--- config.mk ---
export PLATFORM = sky130hd
export DESIGN_NAME = ip_recv
export DESIGN_NICKNAME = d
export VERILOG_FILES = /design/src/rtl/ip_recv.sv
export SDC_FILE = /design/constraint.sdc
export NUM_CORES = 1
export LEC_CHECK = 0
export ABC_AREA = 1
export CAP_MARGIN = 15
export CORE_ASPECT_RATIO = 0.5
export CORE_UTILIZATION = 28
export DETAILED_ROUTE_END_ITERATION = 6
export DONT_BUFFER_PORTS = 1
export PLACE_DENSITY = 0.41
export SLEW_MARGIN = 40
export SYNTH_ARGS = -nofsm -noshare
export SYNTH_HDL_FRONTEND = slang
export SYNTH_SLANG_ARGS = --single-unit
--- constraint.sdc ---
create_clock -name clock -period 2.2 [get_ports clock]
set_input_delay 0.11 -clock clock [delete_from_list [all_inputs] [get_ports clock]]
set_output_delay 0.11 -clock clock [all_outputs]
set_load 0.02 [all_outputs]
--- src/rtl/ip_recv.sv ---
// IPv4 header parser feeding the UDP stage; zero latency, active follows rx_enable, no backpressure.
// Optional header checksum verification is enabled by defining IP_HEADER_CHECKSUM_EN.
module ip_recv #(
   parameter int DROP_FRAGMENTS = 1
) (
   input  logic        clock,
   input  logic        reset_n,
   input  logic        rx_enable,
   input  logic [7:0]  data,
   output logic        active,
   output logic [31:0] to_ip,
   output logic [31:0] remote_ip,
   output logic        broadcast,
   output logic [15:0] total_len,
   output logic        proto_err
);

   typedef enum logic [2:0] {
      S_IDLE,
      S_HEADER,
      S_OPTIONS,
      S_PAYLOAD,
      S_DONE
   } state_t;

   state_t      r_state;
   logic [15:0] r_byte_no;
   logic [3:0]  r_ihl;
   logic        r_mf;
   logic        r_off_nz;
   logic [31:0] r_to_ip;
   logic [31:0] r_remote_ip;
   logic        r_broadcast;
   logic [15:0] r_total_len;
   logic        r_proto_err;

   logic [15:0] w_hdr_bytes;
   logic [15:0] w_min_len;
   logic [15:0] w_byte_inc;
   logic        w_frag_bad;
   logic        w_len_bad;
   logic        w_last_payload;
   logic        w_ip_bcast;
   logic        w_csum_ok;

   assign w_hdr_bytes    = {10'd0, r_ihl, 2'b00};
   assign w_min_len      = w_hdr_bytes + 16'd8;
   assign w_byte_inc     = (r_byte_no == 16'hFFFF) ? r_byte_no : r_byte_no + 16'd1;
   assign w_frag_bad     = (DROP_FRAGMENTS != 0) && (r_mf || r_off_nz || (data != 8'd0));
   assign w_len_bad      = r_total_len < w_min_len;
   assign w_last_payload = r_byte_no == (r_total_len - 16'd1);
   assign w_ip_bcast     = {r_to_ip[23:0], data} == 32'hFFFFFFFF;

`ifdef IP_HEADER_CHECKSUM_EN
   logic [15:0] r_csum;
   logic [7:0]  r_csum_hi;
   logic [16:0] w_csum_sum;
   logic [15:0] w_csum_fold;

   // Each odd byte completes a 16-bit word; the carry is folded back in immediately.
   assign w_csum_sum  = {1'b0, r_csum} + {1'b0, r_csum_hi, data};
   assign w_csum_fold = w_csum_sum[15:0] + {15'd0, w_csum_sum[16]};
   assign w_csum_ok   = w_csum_fold == 16'hFFFF;

   always_ff @(posedge clock or negedge reset_n) begin
      if (!reset_n) begin
         r_csum    <= 16'd0;
         r_csum_hi <= 8'd0;
      end else if (rx_enable) begin
         if (r_state == S_IDLE) begin
            r_csum    <= 16'd0;
            r_csum_hi <= data;
         end else if (!r_byte_no[0]) begin
            r_csum_hi <= data;
         end else begin
            r_csum <= w_csum_fold;
         end
      end
   end
`else
   assign w_csum_ok = 1'b1;
`endif

   always_ff @(posedge clock or negedge reset_n) begin
      if (!reset_n) begin
         r_state     <= S_IDLE;
         r_byte_no   <= 16'd0;
         r_ihl       <= 4'd0;
         r_mf        <= 1'b0;
         r_off_nz    <= 1'b0;
         r_to_ip     <= 32'd0;
         r_remote_ip <= 32'd0;
         r_broadcast <= 1'b0;
         r_total_len <= 16'd0;
         r_proto_err <= 1'b0;
      end else begin
         r_proto_err <= 1'b0;
         if (!rx_enable) begin
            r_state   <= S_IDLE;
            r_byte_no <= 16'd0;
         end else begin
            r_byte_no <= w_byte_inc;
            case (r_state)
               S_IDLE: begin
                  if (data[7:4] == 4'd4 && data[3:0] >= 4'd5) begin
                     r_ihl   <= data[3:0];
                     r_state <= S_HEADER;
                  end else begin
                     r_state     <= S_DONE;
                     r_proto_err <= 1'b1;
                  end
               end
               S_HEADER: begin
                  case (r_byte_no)
                     16'd2: r_total_len[15:8] <= data;
                     16'd3: r_total_len[7:0]  <= data;
                     16'd6: begin
                        r_mf     <= data[5];
                        r_off_nz <= |data[4:0];
                     end
                     16'd7: begin
                        if (w_frag_bad) begin
                           r_state     <= S_DONE;
                           r_proto_err <= 1'b1;
                        end
                     end
                     16'd9: begin
                        if (data != 8'd17) begin
                           r_state     <= S_DONE;
                           r_proto_err <= 1'b1;
                        end
                     end
                     16'd12, 16'd13, 16'd14, 16'd15:
                        r_remote_ip <= {r_remote_ip[23:0], data};
                     16'd16, 16'd17, 16'd18:
                        r_to_ip <= {r_to_ip[23:0], data};
                     16'd19: begin
                        r_to_ip     <= {r_to_ip[23:0], data};
                        r_broadcast <= w_ip_bcast;
                        if (w_len_bad || (r_ihl == 4'd5 && !w_csum_ok)) begin
                           r_state     <= S_DONE;
                           r_proto_err <= 1'b1;
                        end else if (r_ihl == 4'd5) begin
                           r_state <= S_PAYLOAD;
                        end else begin
                           r_state <= S_OPTIONS;
                        end
                     end
                     default: ;
                  endcase
               end
               S_OPTIONS: begin
                  if (r_byte_no == w_hdr_bytes - 16'd1) begin
                     if (!w_csum_ok) begin
                        r_state     <= S_DONE;
                        r_proto_err <= 1'b1;
                     end else begin
                        r_state <= S_PAYLOAD;
                     end
                  end
               end
               S_PAYLOAD: begin
                  if (w_last_payload) r_state <= S_DONE;
               end
               S_DONE: ;
               default: r_state <= S_IDLE;
            endcase
         end
      end
   end

   assign active    = rx_enable && (r_state == S_PAYLOAD);
   assign to_ip     = r_to_ip;
   assign remote_ip = r_remote_ip;
   assign broadcast = r_broadcast;
   assign total_len = r_total_len;
   assign proto_err = r_proto_err;

endmodule

==> flow_metrics.env <==
export IMPL_design_core_area_um2=20900
export IMPL_use_met2_pct=25.2
export IMPL_post_synth_top_count_cell="nand2_1"
export IMPL_preCtsSetupSlack_ns=0.0126
export IMPL_dp_cells=1082
export IMPL_synthesis_nets=788
export IMPL_timing_final_ws_setup_ns=0.0520
export IMPL_violations="negative hold slack"
export IMPL_path_cells="dlygate4sd3_1 -> nand2_2 -> clkinv_2 -> o41ai_1 -> or3_2 -> buf_12 -> nand2_1 -> o21ai_2"
export IMPL_rrSetupSlack_ns=0.09
export IMPL_slew_headroom_pct=52.8
export IMPL_synth_top_cell_area_share_pct=44.2
export IMPL_worstSetupEndpointType="flop"
export IMPL_clkLatencyLatePin_ns=0.36
export IMPL_ys_warnings_count=0
export IMPL_r2r_end="r_state[1]"
export IMPL_p_leak_nw=3.24
export IMPL_cts_made_buffers=9
export IMPL_status="finished, violations left"
export IMPL_synth_avg_cell_area_um2=7.94
export IMPL_wl_per_cell_um=15.7
export IMPL_rr_startpoint="r_ihl[2]"
export IMPL_grt_busiest_layer="met2"
export IMPL_final_setup_viol_count=0
export IMPL_die_height_um=106
export IMPL_dp_hpwl_mm=12.4
export IMPL_drcViolationCount=0
export IMPL_placedInstanceArea_um2=6620
export IMPL_tightest_slew_ns=0.706
export IMPL_endpoint="remote_ip[13]"
export IMPL_async_flop_share_pct=100
export IMPL_synth_edf_count=0
export IMPL_nNetsFinal=832
export IMPL_finalSetupTns_ns=0
export IMPL_synth_cells=763
export IMPL_drive_above_1_share_pct=19.1
export IMPL_fin_crit_ns=2.15
export IMPL_grt_pass1_vias=4753
export IMPL_drtPass1Iterations=5
export IMPL_synth_largest_area_cell="dfrtp_1"
export IMPL_port_buffers=0
export IMPL_slew_viol_final=0
export IMPL_synth_top_flop_cell="dfrtp_1"
export IMPL_slowest_delay_ns=0.99
export IMPL_path_buf_inv=3
export IMPL_fin_skew_ns=0.0102
export IMPL_rsz0062_at_grt="true"
export IMPL_syn_to_final_growth_pct=16.1
export IMPL_io_pins=94
export IMPL_antenna_cells=0
export IMPL_path_class="in -> reg"
export IMPL_reg2reg_depth=11
export IMPL_seq_area_frac_synth_pct=44.2
export IMPL_stdcell_count=1104
export IMPL_die_area_um2=22300
export IMPL_ys_top_cells_by_area="dfrtp_1, nand2_1, o21ai_2"
export IMPL_fin_hold_ws_ns=-0.556
export IMPL_cp_arrival_ns=2.39
export IMPL_grt_ovfl_total=0
export IMPL_num_vias=4945
export IMPL_power_density_nw_per_um2=596
export IMPL_fin_area_um2=7030
export IMPL_grt_met3_usage_pct=3.69
export IMPL_gp_congestion=0.826
export IMPL_cts_root_buffer="clkbuf_16"
export IMPL_critical_path_top_delay_family="buffers and inverters"
export IMPL_track_usage_pct=16.1
export IMPL_final_period_utilization_pct=97.6
export IMPL_cp_depth=8
export IMPL_initial_core_util_pct=29.0
export IMPL_final_hold_violation_count=107
export IMPL_postRouteAntennaNets=0
export IMPL_maxCapViolations=0
export IMPL_cp_max_fo=64
export IMPL_synth_cell_types=37
export IMPL_syn_area_um2=6060
export IMPL_cts_tree="built"
export IMPL_required_ns=2.44
export IMPL_num_rows=37
export IMPL_die_w_um=210
export IMPL_total_power_mw=4.19
export IMPL_clock_fmax_mhz=466
export IMPL_routed_wl_mm=17.3
export IMPL_synthTopCellsByCount="nand2_1, inv_1, dfrtp_1"
export IMPL_drt_iter0_drc=338
export IMPL_peakVddDrop_v=0.000304
export IMPL_synth_seq_cells=107
export IMPL_crit_slowest_cell="dlygate4sd3_1"
export IMPL_grt_max_degree=108
export IMPL_path_clk_slew_ns=0.07
export IMPL_worst_hold_path_type="in -> async"
export IMPL_htreeDepth=3
export IMPL_cts_hold_buf=2
export IMPL_clock_sinks=107
export IMPL_antenna_found_initial=0
export IMPL_met1_usage_pct=22.3
export IMPL_clockBufferDepth=2
export IMPL_viasPerCell=4.48
export IMPL_postLayoutCoreUtil_pct=33.7
export IMPL_startpoint_type="input port"
export IMPL_grt_pass1_wl_mm=27.4
export IMPL_crit_path_start="rx_enable"
state kept, by name, summed over array words and instances (netlist names):
signal,count
r_ihl,4
r_mf,1
r_state,3
r_off_nz,1
total_len,16
proto_err,1
r_byte_no,16
remote_ip,32
to_ip,32
broadcast,1
placed cells by master (no fill, tap or decap), types with 3 or more instances in the layout:
master     count
a21oi_1       14
buf_4         49
clkbuf_16     10
dfrtp_1      103
dfrtp_2        4
ha_1          12
inv_1        110
inv_2          4
nand2_1      207
nand2_2        3
nand3_1       42
nand4_1       12
nor2_1        57
nor2_4         4
nor3_1        18
nor4_1        13
o21ai_0       40
o21ai_2       64
xnor2_1        5
xor2_1         7
cell type report:
class,instances,area [um^2]
clock inverter,4,33.8
fill,2210,13800
timing repair buffer,54,460
clock buffer,12,246
inverter,115,433
tap,292,365
sequential,107,2680
multi-input combinational,520,2810
where the power goes:
group	switching [mW]	internal, mW	leakage, nW	total (mW)
logic	0.313	0.200	1.62	0.514
registers	0.0620	2.01	1.48	2.07
clock network	0.802	0.811	0.133	1.61
total	1.18	3.02	3.24	4.19
worst register-to-register path: stages (launching register included):
cell and delay (ns):
dfrtp_2 0.46, ha_4 0.18, xnor2_1 0.12, ha_1 0.32, a21oi_1 0.13, o21a_1 0.12, nand3b_1 0.19, nand3_2 0.16
nor2_1 0.05, o21a_1 0.16, nand3_1 0.08, nand2_1 0.05
worst min-delay path by stage:
stage | end | cells past startpoint | slack [ns]
final | r_byte_no[3] | 0 | -0.56
after global routing | r_byte_no[3] | 0 | -0.58
after CTS | r_byte_no[3] | 0 | -0.58
after detailed placement | r_state[1] | 0 | -0.18
after global placement | r_state[1] | 0 | -0.18
after floorplan | broadcast | 0 | -0.19
routing by layer:
layer / vias to the layer above / wire length, um
met5: - / 0
met3: 12 / 687
met4: 0 / 184
met2: 81 / 7710
met1: 2323 / 8730
li1: 2529 / -
logic make-up after synthesis:
group	after synthesis	share of synthesized area, %
xor+xnor	13	2.11
simple gates	364	25.4
compound gates	129	15.1
fa+ha+maj	14	2.89
flops	107	44.2
buf+inv	136	10.2
timing repair:
action | 4_1_cts | 5_1_grt
cloned | 0 | 1
buffers inserted | 0 | 3
pin swaps | 0 | 7
gates resized for setup | 1 | 18
endpoints found under the setup margin | 2 | 69
hold endpoints to repair | 124 | 107
No activity file was read; power rests on OpenSTA's default activity.
